<file path="src/rtl/uart_arb_pkg.sv">
// Shared state encoding, tag prefix and frame-length helper for uart_tx_arbiter.
// The TAG_* states are only reachable when UART_TX_ARB_TAG_EN is defined.
package uart_arb_pkg;

   typedef enum logic [2:0] {
      ST_IDLE      = 3'd0,
      ST_SEND      = 3'd1,
      ST_FRAME     = 3'd2,
      ST_TAG_SEND  = 3'd3,
      ST_TAG_FRAME = 3'd4
   } arb_state_e;

   localparam logic [3:0] TAG_PREFIX = 4'hA;

   // Clocks occupied by one UART frame plus the trailing idle gap.
   function automatic int frame_cycles(input int clock, input int baud, input int data,
                                       input int stop, input int gap);
      return (clock / baud) * (data + 1 + stop) + gap;
   endfunction

endpackage

</file>
<file path="src/rtl/rr_arbiter.sv">
// Combinational round-robin arbiter: searches upward from ptr_i+1 with wrap-around
// and returns a one-hot grant, its encoded index and an any-request flag.
module rr_arbiter #(
   parameter int NUM_REQ = 4
) (
   input  logic [NUM_REQ-1:0]         req_i,
   input  logic [$clog2(NUM_REQ)-1:0] ptr_i,
   output logic [NUM_REQ-1:0]         grant_o,
   output logic [$clog2(NUM_REQ)-1:0] grant_idx_o,
   output logic                       any_o
);

   localparam int IW = $clog2(NUM_REQ);

   always_comb begin
      logic [IW-1:0] idx;
      // NOTE: every output gets a default before the search loop so no path infers a latch.
      grant_o     = '0;
      grant_idx_o = '0;
      any_o       = 1'b0;
      idx         = '0;
      for (int k = 1; k <= NUM_REQ; k++) begin
         idx = IW'((int'(ptr_i) + k) % NUM_REQ);
         if (!any_o && req_i[idx]) begin
            any_o       = 1'b1;
            grant_o     = '0;
            grant_o[idx] = 1'b1;
            grant_idx_o = idx;
         end
      end
   end

endmodule

</file>
<file path="src/rtl/uart_tx_arbiter.sv">
// Round-robin sharing of one UART transmitter; frame timing is self-generated.
// Define UART_TX_ARB_TAG_EN to precede each payload byte with a {4'hA, id} tag frame.
module uart_tx_arbiter
   import uart_arb_pkg::*;
#(
   parameter int NUM_REQ    = 4,
   parameter int CLOCK      = 50000000,
   parameter int BAUD       = 9600,
   parameter int DATA       = 8,
   parameter int STOP       = 1,
   parameter int GAP_CYCLES = 16
) (
   input  logic                       clk,
   input  logic                       rst,
   input  logic [NUM_REQ-1:0]         req_valid,
   input  logic [NUM_REQ*DATA-1:0]    req_data,
   output logic [NUM_REQ-1:0]         req_ready,
   output logic                       uart_new_data,
   output logic [DATA-1:0]            uart_data_in,
   output logic                       busy,
   output logic [$clog2(NUM_REQ)-1:0] grant_id
);

   localparam int            IW           = $clog2(NUM_REQ);
   localparam int            FRAME_CYCLES = frame_cycles(CLOCK, BAUD, DATA, STOP, GAP_CYCLES);
   localparam int            TW           = $clog2(FRAME_CYCLES + 1);
   localparam logic [TW-1:0] TIMER_LOAD   = TW'(FRAME_CYCLES - 1);

   arb_state_e      state_q, state_d;
   logic [TW-1:0]   timer_q, timer_d;
   logic [IW-1:0]   ptr_q, ptr_d;
   logic [IW-1:0]   grant_id_q, grant_id_d;
   logic [DATA-1:0] data_q, data_d;

   logic [NUM_REQ-1:0] arb_grant;
   logic [IW-1:0]      arb_idx;
   logic               arb_any;
   logic [DATA-1:0]    req_bytes [NUM_REQ];

   for (genvar g = 0; g < NUM_REQ; g++) begin : g_unpack
      assign req_bytes[g] = req_data[g*DATA +: DATA];
   end

   rr_arbiter #(
      .NUM_REQ (NUM_REQ)
   ) u_rr_arbiter (
      .req_i       (req_valid),
      .ptr_i       (ptr_q),
      .grant_o     (arb_grant),
      .grant_idx_o (arb_idx),
      .any_o       (arb_any)
   );

`ifdef UART_TX_ARB_TAG_EN
   logic [DATA-1:0] payload_q, payload_d;

   // NOTE: payload_q has no reset; it is always written on accept before it is read.
   always_ff @(posedge clk) begin
      payload_q <= payload_d;
   end
`endif

   // State register
   always_ff @(posedge clk) begin
      if (rst) begin
         state_q    <= ST_IDLE;
         timer_q    <= '0;
         ptr_q      <= IW'(NUM_REQ - 1);
         grant_id_q <= '0;
         data_q     <= '0;
      end else begin
         // NOTE: non-blocking assignments so every register samples pre-edge values.
         state_q    <= state_d;
         timer_q    <= timer_d;
         ptr_q      <= ptr_d;
         grant_id_q <= grant_id_d;
         data_q     <= data_d;
      end
   end

   // Next-state and datapath
   always_comb begin
      state_d    = state_q;
      timer_d    = timer_q;
      ptr_d      = ptr_q;
      grant_id_d = grant_id_q;
      data_d     = data_q;
`ifdef UART_TX_ARB_TAG_EN
      payload_d  = payload_q;
`endif
      case (state_q)
         ST_IDLE: begin
            if (arb_any) begin
               ptr_d      = arb_idx;
               grant_id_d = arb_idx;
`ifdef UART_TX_ARB_TAG_EN
               payload_d  = req_bytes[arb_idx];
               data_d     = DATA'({TAG_PREFIX, 4'(arb_idx)});
               state_d    = ST_TAG_SEND;
`else
               data_d     = req_bytes[arb_idx];
               state_d    = ST_SEND;
`endif
            end
         end
         ST_SEND: begin
            timer_d = TIMER_LOAD;
            state_d = ST_FRAME;
         end
         ST_FRAME: begin
            if (timer_q == '0) begin
               state_d = ST_IDLE;
            end else begin
               timer_d = timer_q - 1'b1;
            end
         end
`ifdef UART_TX_ARB_TAG_EN
         ST_TAG_SEND: begin
            timer_d = TIMER_LOAD;
            state_d = ST_TAG_FRAME;
         end
         ST_TAG_FRAME: begin
            // The payload replaces the tag on the same edge that enters SEND.
            if (timer_q == '0) begin
               data_d  = payload_q;
               state_d = ST_SEND;
            end else begin
               timer_d = timer_q - 1'b1;
            end
         end
`endif
         default: state_d = ST_IDLE;
      endcase
   end

   // Outputs; req_ready is held low while rst is asserted so no producer sees a false accept.
   always_comb begin
      req_ready     = (state_q == ST_IDLE && !rst) ? arb_grant : '0;
      uart_new_data = (state_q == ST_SEND) || (state_q == ST_TAG_SEND);
      busy          = (state_q != ST_IDLE);
   end

   assign uart_data_in = data_q;
   assign grant_id     = grant_id_q;

endmodule

</file>
<file path="config.mk">
export PLATFORM = sky130hd
export DESIGN_NAME = uart_tx_arbiter
export DESIGN_NICKNAME = d
export VERILOG_FILES = /design/src/rtl/uart_arb_pkg.sv /design/src/rtl/rr_arbiter.sv /design/src/rtl/uart_tx_arbiter.sv
export SDC_FILE = /design/constraint.sdc
export NUM_CORES = 1
export LEC_CHECK = 0
export CAP_MARGIN = 20
export CELL_PAD_IN_SITES_DETAIL_PLACEMENT = 1
export CELL_PAD_IN_SITES_GLOBAL_PLACEMENT = 1
export CORE_UTILIZATION = 38
export CTS_BUF_LIST = sky130_fd_sc_hd__clkbuf_4 sky130_fd_sc_hd__clkbuf_8
export CTS_CLUSTER_SIZE = 25
export DETAILED_ROUTE_END_ITERATION = 12
export PLACE_DENSITY_LB_ADDON = 0.1
export SYNTH_ARGS = -nofsm -noshare
export SYNTH_HDL_FRONTEND = slang
export SYNTH_HIERARCHICAL = 1
export SYNTH_SLANG_ARGS = --single-unit
export TNS_END_PERCENT = 10
</file>
<file path="constraint.sdc">
create_clock -name clk -period 3.8 [get_ports clk]
set_input_delay 0.76 -clock clk [delete_from_list [all_inputs] [get_ports clk]]
set_output_delay 0.76 -clock clk [all_outputs]
set_load 0.05 [all_outputs]
</file>
# [Word level (Yosys, flattened, before mapping)]
# Cells that the tools add are included.
[word_totals] in_bits=38 mem_bits_ro=0 latchBits=0 ramBits=0 memories=0 output_inout_bits=16 elab_cells=83 ff_bits=31
[classes] order_cmp=9 n_bitwise=1 mul=0 n_eq_ne=6 div=0 n_shift=0 mux=37 n_addsub=5 reduce_logical=20
[op_table] cell="one-hot mux 16 bit (2 select lines)" n=1
[op_table] cell="2-to-1 mux 4 bit" n=5
[op_table] cell="binary-select mux 8 bit (select 2 bit)" n=1
[op_table] cell="logical NOT 16 bit" n=1
[op_table] cell="2-to-1 mux 16 bit" n=1
[op_table] cell="2-to-1 mux 8 bit" n=2
[op_table] cell="subtractor 16 x 1 -> 16 bit (second input constant)" n=1
[op_table] cell="< comparator 2 x 3 -> 1 bit (second input constant)" n=4
[op_table] cell="2-to-1 mux 1 bit" n=12
[op_table] cell="one-hot mux 3 bit (3 select lines)" n=1
[op_table] cell="binary-select mux 1 bit (select 2 bit)" n=4
[op_table] cell="demux 1 bit (select 2 bit)" n=4
[op_table] cell=">= comparator 2 x 1 -> 1 bit (second input constant)" n=4
[op_table] cell="logical AND 1 bit" n=8
[op_table] cell="2-to-1 mux 2 bit" n=4
[op_table] cell="== test 3 x 2 -> 1 bit (second input constant)" n=2
[op_table] cell="2-to-1 mux 3 bit" n=2
[op_table] cell="!= test 2 bit (second input constant)" n=3
[op_table] cell="AND reduction 2 bit" n=3
[op_table] cell="adder 2 x 1 -> 2 bit (second input constant)" n=2
[op_table] cell="adder 2 bit (second input constant)" n=2
[op_table] cell="logical NOT 1 bit" n=4
[op_table] cell="== test 3 x 1 -> 1 bit (second input constant)" n=1
[op_table] cell=">= comparator 3 bit (second input constant)" n=1
[op_table] cell="other kinds (5)" n=5

# [Longest topological paths before layout]
# Gate-level depths: netlist of the first run.
[depth] ltp_word=17 ltp_mapped=12 mapped_depth_nobuf=9

# [Cells and area by module]
# Netlist of the first run, hierarchy kept.
[modules_own_cells] mod="uart_tx_arbiter" area_per_inst_um2=1641.6 n_inst=1 cells_each=186 seq_area_each_um2=600.6
[modules_own_cells] mod="rr_arbiter" area_per_inst_um2=630.6 n_inst=1 cells_each=82 seq_area_each_um2=0.0

# [Least setup slack after synthesis of the first run]
# Ideal clock, no wire load.
[synth_path] path_kind="register -> register" from="register ptr_q[0]" to="register data_q[4], in the netlist uart_data_in[4]" t_arrival_ns=3.064 n_path_buf=3 synth_period_minus_slack_ns=3.196 stages_incl_launch_ff=13 setup_time_ns=0.132 setup_slack_ns=0.604 required_time_ns=3.668 path_cell_list="dfxtp_1 > buf_6 > inv_1 > ha_1 > buf_2 > mux2_2 > nand2_1 > o21ai_0 > a31oi_1 > clkbuf_1 > mux4_2 > nand2_1 > a21oi_1"
[synth_between] elab_chain_len=17 word_cells_on_any_way=31 cone_classes="add/sub: 4; mux: 19; bitwise: 1; reduce/logical: 7"
[synth_lines] item="start: declaration" line_no="uart_tx_arbiter.sv:31" source="logic [IW-1:0] ptr_q, ptr_d;"
[synth_lines] item="start signal: assignment" line_no="uart_tx_arbiter.sv:68" source="ptr_q <= IW'(NUM_REQ - 1);"
[synth_lines] item="start signal: assignment" line_no="uart_tx_arbiter.sv:75" source="ptr_q <= ptr_d;"
[synth_lines] item="adder 2 x 1 -> 2 bit" line_no="rr_arbiter.sv:23" source="idx = IW'((int'(ptr_i) + k) % NUM_REQ);"
[synth_lines] item="binary-select mux 1 bit (select 2 bit)" line_no="rr_arbiter.sv:24" source="if (!any_o && req_i[idx]) begin"
[synth_lines] item="2-to-1 mux 1 bit (implied by the code)" line_no="rr_arbiter.sv:24"
[synth_lines] item="2-to-1 mux 1 bit" line_no="rr_arbiter.sv:24"
[synth_lines] item="logical NOT 1 bit" line_no="rr_arbiter.sv:24"
[synth_lines] item="logical AND 1 bit" line_no="rr_arbiter.sv:24"
[synth_lines] item="2-to-1 mux 1 bit" line_no="rr_arbiter.sv:24"
[synth_lines] item="logical NOT 1 bit" line_no="rr_arbiter.sv:24"
[synth_lines] item="logical AND 1 bit" line_no="rr_arbiter.sv:24"
[synth_lines] item="2-to-1 mux 1 bit" line_no="rr_arbiter.sv:24"
[synth_lines] item="logical NOT 1 bit" line_no="rr_arbiter.sv:24"
[synth_lines] item="logical AND 1 bit" line_no="rr_arbiter.sv:24"
[synth_lines] item="2-to-1 mux 2 bit *" line_no="rr_arbiter.sv:24"
[synth_lines] item="net arb_idx[0]" line_no="uart_tx_arbiter.sv:36" source="logic [IW-1:0] arb_idx;"
[synth_lines] item="NOT 2 -> 3 bit (implied by the code) *" line_no="uart_tx_arbiter.sv:101" source="data_d = req_bytes[arb_idx];"
[synth_lines] item="binary-select mux 8 bit (select 2 bit) *" line_no="uart_tx_arbiter.sv:101"
[synth_lines] item="2-to-1 mux 8 bit (implied by the code) * (2 in a row)" line_no="uart_tx_arbiter.sv:101"
[synth_lines] item="end signal: assignment" line_no="uart_tx_arbiter.sv:77" source="data_q <= data_d;"
[synth_lines] item="end: declaration" line_no="uart_tx_arbiter.sv:33" source="logic [DATA-1:0] data_q, data_d;"
# Mark *: on every way through the listed nets, which the timed path passes. The rest lies on a longest branch. The select of a mux whose other input is x is not followed.
# A chain may end at the register's enable or synchronous reset.

# [Worst setup path in the final report of the first run]
[layout_path] from="input port req_valid[3]" to="output port req_ready[3]"
[layout_between] elab_chain_len=13 word_cells_on_any_way=22 cone_classes="mux: 16; reduce/logical: 6"
[layout_lines] item="start: declaration" line_no="uart_tx_arbiter.sv:15" source="input logic [NUM_REQ-1:0] req_valid,"
[layout_lines] item="binary-select mux 1 bit (select 2 bit)" line_no="rr_arbiter.sv:24"
[layout_lines] item="2-to-1 mux 1 bit (implied by the code)" line_no="rr_arbiter.sv:24"
[layout_lines] item="2-to-1 mux 1 bit" line_no="rr_arbiter.sv:24"
[layout_lines] item="logical NOT 1 bit" line_no="rr_arbiter.sv:24"
[layout_lines] item="logical AND 1 bit" line_no="rr_arbiter.sv:24"
[layout_lines] item="2-to-1 mux 1 bit" line_no="rr_arbiter.sv:24"
[layout_lines] item="logical NOT 1 bit" line_no="rr_arbiter.sv:24"
[layout_lines] item="logical AND 1 bit" line_no="rr_arbiter.sv:24"
[layout_lines] item="2-to-1 mux 1 bit" line_no="rr_arbiter.sv:24"
[layout_lines] item="logical NOT 1 bit" line_no="rr_arbiter.sv:24"
[layout_lines] item="logical AND 1 bit" line_no="rr_arbiter.sv:24"
[layout_lines] item="2-to-1 mux 4 bit *" line_no="rr_arbiter.sv:24"
[layout_lines] item="net arb_grant[3]" line_no="uart_tx_arbiter.sv:35" source="logic [NUM_REQ-1:0] arb_grant;"
[layout_lines] item="2-to-1 mux 4 bit *" line_no="uart_tx_arbiter.sv:138" source="req_ready = (state_q == ST_IDLE && !rst) ? arb_grant : '0;"
[layout_lines] item="end: declaration" line_no="uart_tx_arbiter.sv:17" source="output logic [NUM_REQ-1:0] req_ready,"
# Marks and branches as above.

==> metrics.md, run 1 <==
| Metric | Value |
|---|---|
| Status | `complete, no violations` |
| Post-synthesis sequential area ratio | `26.43%` |
| RePlAce Congestion | `0.8342` |
| Place WS | `0.1802 ns` |
| Synth top area share | `26.43%` |
| CP Capture Type | `primary output` |
| # setup viols final | `0` |
| Nets | `365` |
| Total of max-cap violations | `0` |
| Top cells by area, synth | `dfxtp_1 26%, mux4_2 7.9%, nand2_1 5.5%` |
| Share of cells above drive strength 1 | `13.84%` |
| Initial DRC count | `135` |
| Initial antenna violation count | `0` |
| Reg area | `600.6 µm²` |
| Routed Antenna Nets | `0` |
| Wire length per cell | `16.37 µm` |
| Fillers | `673` |
| Synth Cell Area | `2272 µm²` |
| I/O pin cnt | `54` |
| Synthesized netlist cell count | `268` |
| Max_slew headroom | `47.85%` |
| WP data arrival | `2.86 ns` |
| H-Tree Depth | `2` |
| Library cells used by synthesis | `57` |
| Die Width | `79.33 µm` |
| Detailed Place HPWL | `4.851 mm` |
| Area Overhead vs Synth | `30.56%` |
| Clock Skew | `0.01091 ns` |
| CTS sink cnt | `30` |
| First-pass iteration count of the detailed router | `4` |
| Hold Vio Cnt, Final | `0` |
| Crit path setup slack, layout | `0.1770 ns` |
| Yosys top cell by area | `dfxtp_1` |
| Post-CTS Setup Bufs | `0` |
| WP buf/inv | `2` |
| Number of global-route vias before repair | `2,280` |
| Post-route setup TNS | `0 ns` |
| Total design power | `0.001552 W` |
| Final Max Tran Viols | `0` |
| Max Root-Sink Buffers | `2` |
| Clock-pin transition on the worst setup and hold timing paths | `0.06 ns` |
| Kind of critical path | `input pin to primary output` |
| CP max stage cell | `clkdlybuf4s50_1` |
| CTS Buf Count | `5` |
| Layout Cells excl Fill | `390` |
| Async SR Flop Fraction | `0%` |
| Initial core utilization | `40.28%` |
| Grt total ovfl | `0` |
| Largest net degree at the start of global routing | `28` |
| Floorplan row count | `27` |
| EDFF count, synth | `0` |
| # hold bufs at CTS | `0` |
| Core region area | `5642 µm²` |
| Data required time of the critical path | `3.04 ns` |
| Power density cells | `523.1 nW/µm²` |
| Syn_nets | `315` |
| Top delay family on crit path | `compound AO/OA/AOI/OAI gates` |
| Ys Warns | `6` |
| IO buf count | `53` |
| Post-CTS Resized | `0` |
| Wirelength, routed | `6.386 mm` |
| Die area | `6292 µm²` |
| DR DRC count | `0` |
| Flops & latches, synth | `30` |
| Clock insertion delay at the later pin of the skew report | `0.28 ns` |
| Peak supply drop | `225.3 µV` |
| CP Max Fanout | `8` |
| Min-delay worst type | `flop to flop` |
| CTS tree | `done` |
| Die H | `79.33 µm` |
| Area of the multi-input gates | `1564 µm²` |
| Vias | `2,251` |
| Leak Pwr | `1.132 nW` |
| Placed Cells | `383` |
| Peak Freq | `0.2760 GHz` |
| Worst-Margin Slew | `0.7752 ns` |
| First-pass GRT wire length | `10.90 mm` |
| Worst Setup Start Kind | `input pin` |
| Critical Path Max Stage Delay | `0.53 ns` |
| Clk root buf | `clkbuf_8` |
| Placement Cell Area | `2854 µm²` |
| Fin crit share | `95.34%` |
| Cell area after layout | `2967 µm²` |
| Syn avg cell area | `8.478 µm²` |
| Unrepaired setup endpoints after global routing | `false` |
| Antenna diode count | `0` |
| Tmin final | `3.623 ns` |
| Total track usage | `21.91%` |
| Critical Path, Cell by Cell | `clkdlybuf4s50_1 > mux2i_2 > o22ai_1 > a2111oi_1 > o2bb2ai_1 > and3_1 > buf_4` |
| Via density | `5.772` |
| Post-synth top flop | `dfxtp_1` |
[synthesized netlist by cell type, types with 4 or more instances]
library cell,n
nand2_1,33
dfxtp_1,30
a21oi_1,21
nor2_1,19
and3_1,15
clkbuf_1,12
a31oi_1,9
ha_1,9
inv_1,9
o21ai_0,9
mux4_2,8
nand3_1,7
o22ai_1,6
nand2b_1,5
nand4_1,5
mux2_2,4
nor2b_1,4
nor4_1,4
o2bb2ai_1,4
[per-stage QoR]
stage / utilization, % / hold WS (ns)
global placement: 50.59 / 0.4420
CTS: 52.58 / 0.4573
finish: 52.58 / 0.4568
floorplan: - / 0.4820
global route: 52.58 / 0.4859
detailed placement: 50.59 / 0.4503
[final timing paths]
check	from	endpoint	slack, ns	cells after the start
setup / recovery	req_valid[3]	req_ready[3]	0.18	7
hold / removal	uart_data_in[6]	uart_data_in[6]	0.46	2
setup reg to reg	ptr_q[1]	uart_data_in[1]	0.84	10
hold reg to reg	uart_data_in[6]	uart_data_in[6]	0.46	2
[sequential cells by signal, indices dropped and copies added (netlist names)]
register,count
state_q,2
ptr_q,2
timer_q,16
grant_id,2
uart_data_in,8
[cells in the final DEF, fill, tap and decap left out, types with 4 or more instances in the layout]
cell type and n:
nand2b_1 5, clkbuf_8 6, o22ai_1 6, o2bb2ai_1 4
nor2b_1 4, nor2_1 19, nor4_1 4, mux4_2 8
ha_1 9, nand4_1 5, inv_1 9, dfxtp_1 30
a21oi_1 21, mux2_2 4, clkdlybuf4s50_1 49, a31oi_1 9
o21ai_0 9, nand3_1 7, buf_4 10, nand2_1 33
and3_1 15
[layer usage]
layer / routed length, µm / up-vias / global-route usage, %
met5: 0 / - / 0
met4: 23 / 0 / 3.273
met3: 427 / 2 / 6.437
met2: 2896 / 62 / 34.57
met1: 3039 / 1077 / 29.97
li1: - / 1110 / -
[cell type report]
| type | instances | share of cell area (%) |
|---|---|---|
| clock buffers | 6 | 2.784 |
| clock inverters | 1 | 1.012 |
| inverters | 9 | 1.139 |
| multi-input cells | 213 | 52.72 |
| flip-flops and latches | 30 | 20.24 |
| well taps | 72 | 3.037 |
| repair buffers | 59 | 19.06 |
[worst register-to-register path, delay by kind of cell, from the launching register on]
family	cells	cell delay, ns
and+or+nand+nor	2	0.19
muxes	2	0.93
buffers and inverters	2	0.39
AOI/OAI and AO/OA	3	0.37
adders and majority gates	1	0.64
DFF	1	0.33
[kinds of logic (layout without fill, tap and decap cells)]
group           count (synthesis)  after routing  share of synthesized area, %
fa+ha+maj                       9              9                         4.956
mux                            18             18                         14.59
compound gates                 71             71                         20.92
buf+inv                        25             75                         4.736
flops                          30             30                         26.43
simple gates                  115            115                         28.36
[power breakdown]
part / total [W] / internal, W / switching, W
sequential: 0.000430 / 0.000367 / 0.0000632
clock: 0.000327 / 0.000210 / 0.000118
combinational: 0.000795 / 0.000341 / 0.000454
No activity file was read; power rests on OpenSTA's default activity.
==> run 2, diff against run 1 <==
--- a/config.mk
+++ b/config.mk
@@ -17,4 +17,4 @@
 export SYNTH_HDL_FRONTEND = slang
 export SYNTH_HIERARCHICAL = 1
 export SYNTH_SLANG_ARGS = --single-unit
-export TNS_END_PERCENT = 10
+export TNS_END_PERCENT = 50
==> results of run 2 <==
No change in the layout: final DEF, timing and power equal those of run 1.
==> edit: new RTL, config.mk and constraints of run 1 <==
Set the parameter `GAP_CYCLES` to 32 (it was 16).
--- a/src/rtl/uart_tx_arbiter.sv
+++ b/src/rtl/uart_tx_arbiter.sv
@@ -10,3 +10,3 @@
    parameter int STOP       = 1,
-   parameter int GAP_CYCLES = 16
+   parameter int GAP_CYCLES = 32
 ) (
Check against the original RTL: same outputs for any inputs over 10 cycles, from zero or initial values and one cycle with rst high; that may be too few to reach the edited logic, so the function may still have changed.
==> edit against run 1 <==
- area after synthesis decreased by 0.28%
- core utilization decreased by 0.78 points
- power decreased by 6.7%
- cell count decreased by 0.26%
- design area decreased by 1.5%
- routed wire length decreased by 2.1%
- sequential cell count unchanged
- highest routed layer unchanged
- critical endpoint is now req_ready[0]
- worst setup slack improved by 0.048 ns
==> edit: results (changes against run 1) <==
status=finished clean (unchanged); top cells by count, synth=nand2_1 (35), dfxtp_1 (30), a21oi_1 (17), nor2_1 (17), clkbuf_1 (11) (was nand2_1 (33), dfxtp_1 (30), a21oi_1 (21), nor2_1 (19), and3_1 (15)); maximum clock path buffer count=2 (unchanged); Fmax=280 MHz (was 276 MHz); WL/cell=16.1 um (was 16.4 um); initial detailed-routing violation count=83 (was 135); Place WS=0.260 ns (was 0.180 ns); Post-DP Area=2840 um^2 (was 2850 um^2); CTS Buf Count=5 (unchanged); largest net degree at the start of global routing=32 (was 28); leakage power=1.10 nW (was 1.13 nW); maximum VDD drop=228 uV (was 225 uV); post-synthesis sequential area ratio=26.5% (was 26.4%); DP Wirelength=4.70 mm (was 4.85 mm); Fin Hold WS=0.453 ns (was 0.457 ns); hold path cells=2 (unchanged); global-route wire length before repair=10.8 mm (was 10.9 mm); Max-slew headroom=59.2% (was 47.8%); Setup Skew=0.00609 ns (was 0.0109 ns); Post-CTS Repair Setup Buffers=0 (unchanged); Layout Cells excl Fill=389 (was 390); R2R setup slack=0.84 ns (about the same); gr usage total=22.0% (was 21.9%); Netlist cell types=54 (was 57); R2R depth=10 (unchanged); ranking of synthesized cells by area=dfxtp_1 (27%), mux4_2 (8.0%), nand2_1 (5.8%) (was dfxtp_1 (26%), mux4_2 (7.9%), nand2_1 (5.5%)); Worst Path Arrival=2.81 ns (was 2.86 ns); antenna violations before repair=0 (unchanged); Antenna diodes=0 (unchanged); hold crit path type=flip-flop to flip-flop (unchanged); Final #Nets=364 (was 365); vias per std cell=5.64 (was 5.77); share of layout cells above drive strength 1=14.2% (was 13.8%); Placer Congestion=0.809 (was 0.834); Synth Instances=268 (unchanged); vias in the first global route=2227 (was 2280); fill count=656 (was 673); Placed Cells incl. Taps=382 (was 383); insertion delay to the later sink of the worst-skew pair=0.28 ns (about the same)
-- edit: kinds of logic (layout without fill, tap and decap cells) --
group | after synthesis | after routing | synth area share (%)
AO/OA/AOI/OAI | 64 | 64 | 19.2
adder cells (fa/ha/maj) | 9 | 9 | 4.97
buffers and inverters | 25 | 74 | 4.58
flip-flops | 30 | 30 | 26.5
multiplexers | 21 | 21 | 16.2
AND/OR/NAND/NOR | 119 | 119 | 28.5
-- edit: critical path: stages --
cell and delay [ns]:
clkdlybuf4s50_1 0.55, mux2i_2 0.49, o22ai_1 0.18, a2111oi_1 0.41, o2bb2ai_1 0.10, and2_1 0.14
buf_4 0.18
-- edit: worst paths after layout --
check,from,end
max,req_valid[2],req_ready[0]
min,uart_data_in[5]$_SDFFE_PP0P_,uart_data_in[5]$_SDFFE_PP0P_
max reg2reg,ptr_q[1]$_SDFFE_PP1P_,uart_data_in[0]$_SDFFE_PP0P_
min reg2reg,uart_data_in[5]$_SDFFE_PP0P_,uart_data_in[5]$_SDFFE_PP0P_
-- edit: layer usage --
layer / up-vias / global-route usage (%) / wire length (um)
met5: - / 0 / 0
met4: 0 / 5.27 / 42
met3: 4 / 7.47 / 413
met2: 55 / 34.1 / 2830
met1: 1038 / 29.3 / 2970
li1: 1098 / - / -
-- edit: layout make-up --
class                      count  area (um^2)  area share, %
clock inverter                 2         10.0          0.342
timing repair buffer          58          558           19.1
sequential                    30          601           20.5
tap                           72         90.1           3.08
clock buffer                   5         68.8           2.35
multi-input combinational    213         1560           53.4
inverter                       9         33.8           1.16
-- edit: where the power goes --
part	leakage [nW]	internal, mW	switching [mW]
Clock	0.0438	0.123	0.119
Combinational	0.809	0.343	0.449
Sequential	0.247	0.365	0.0488
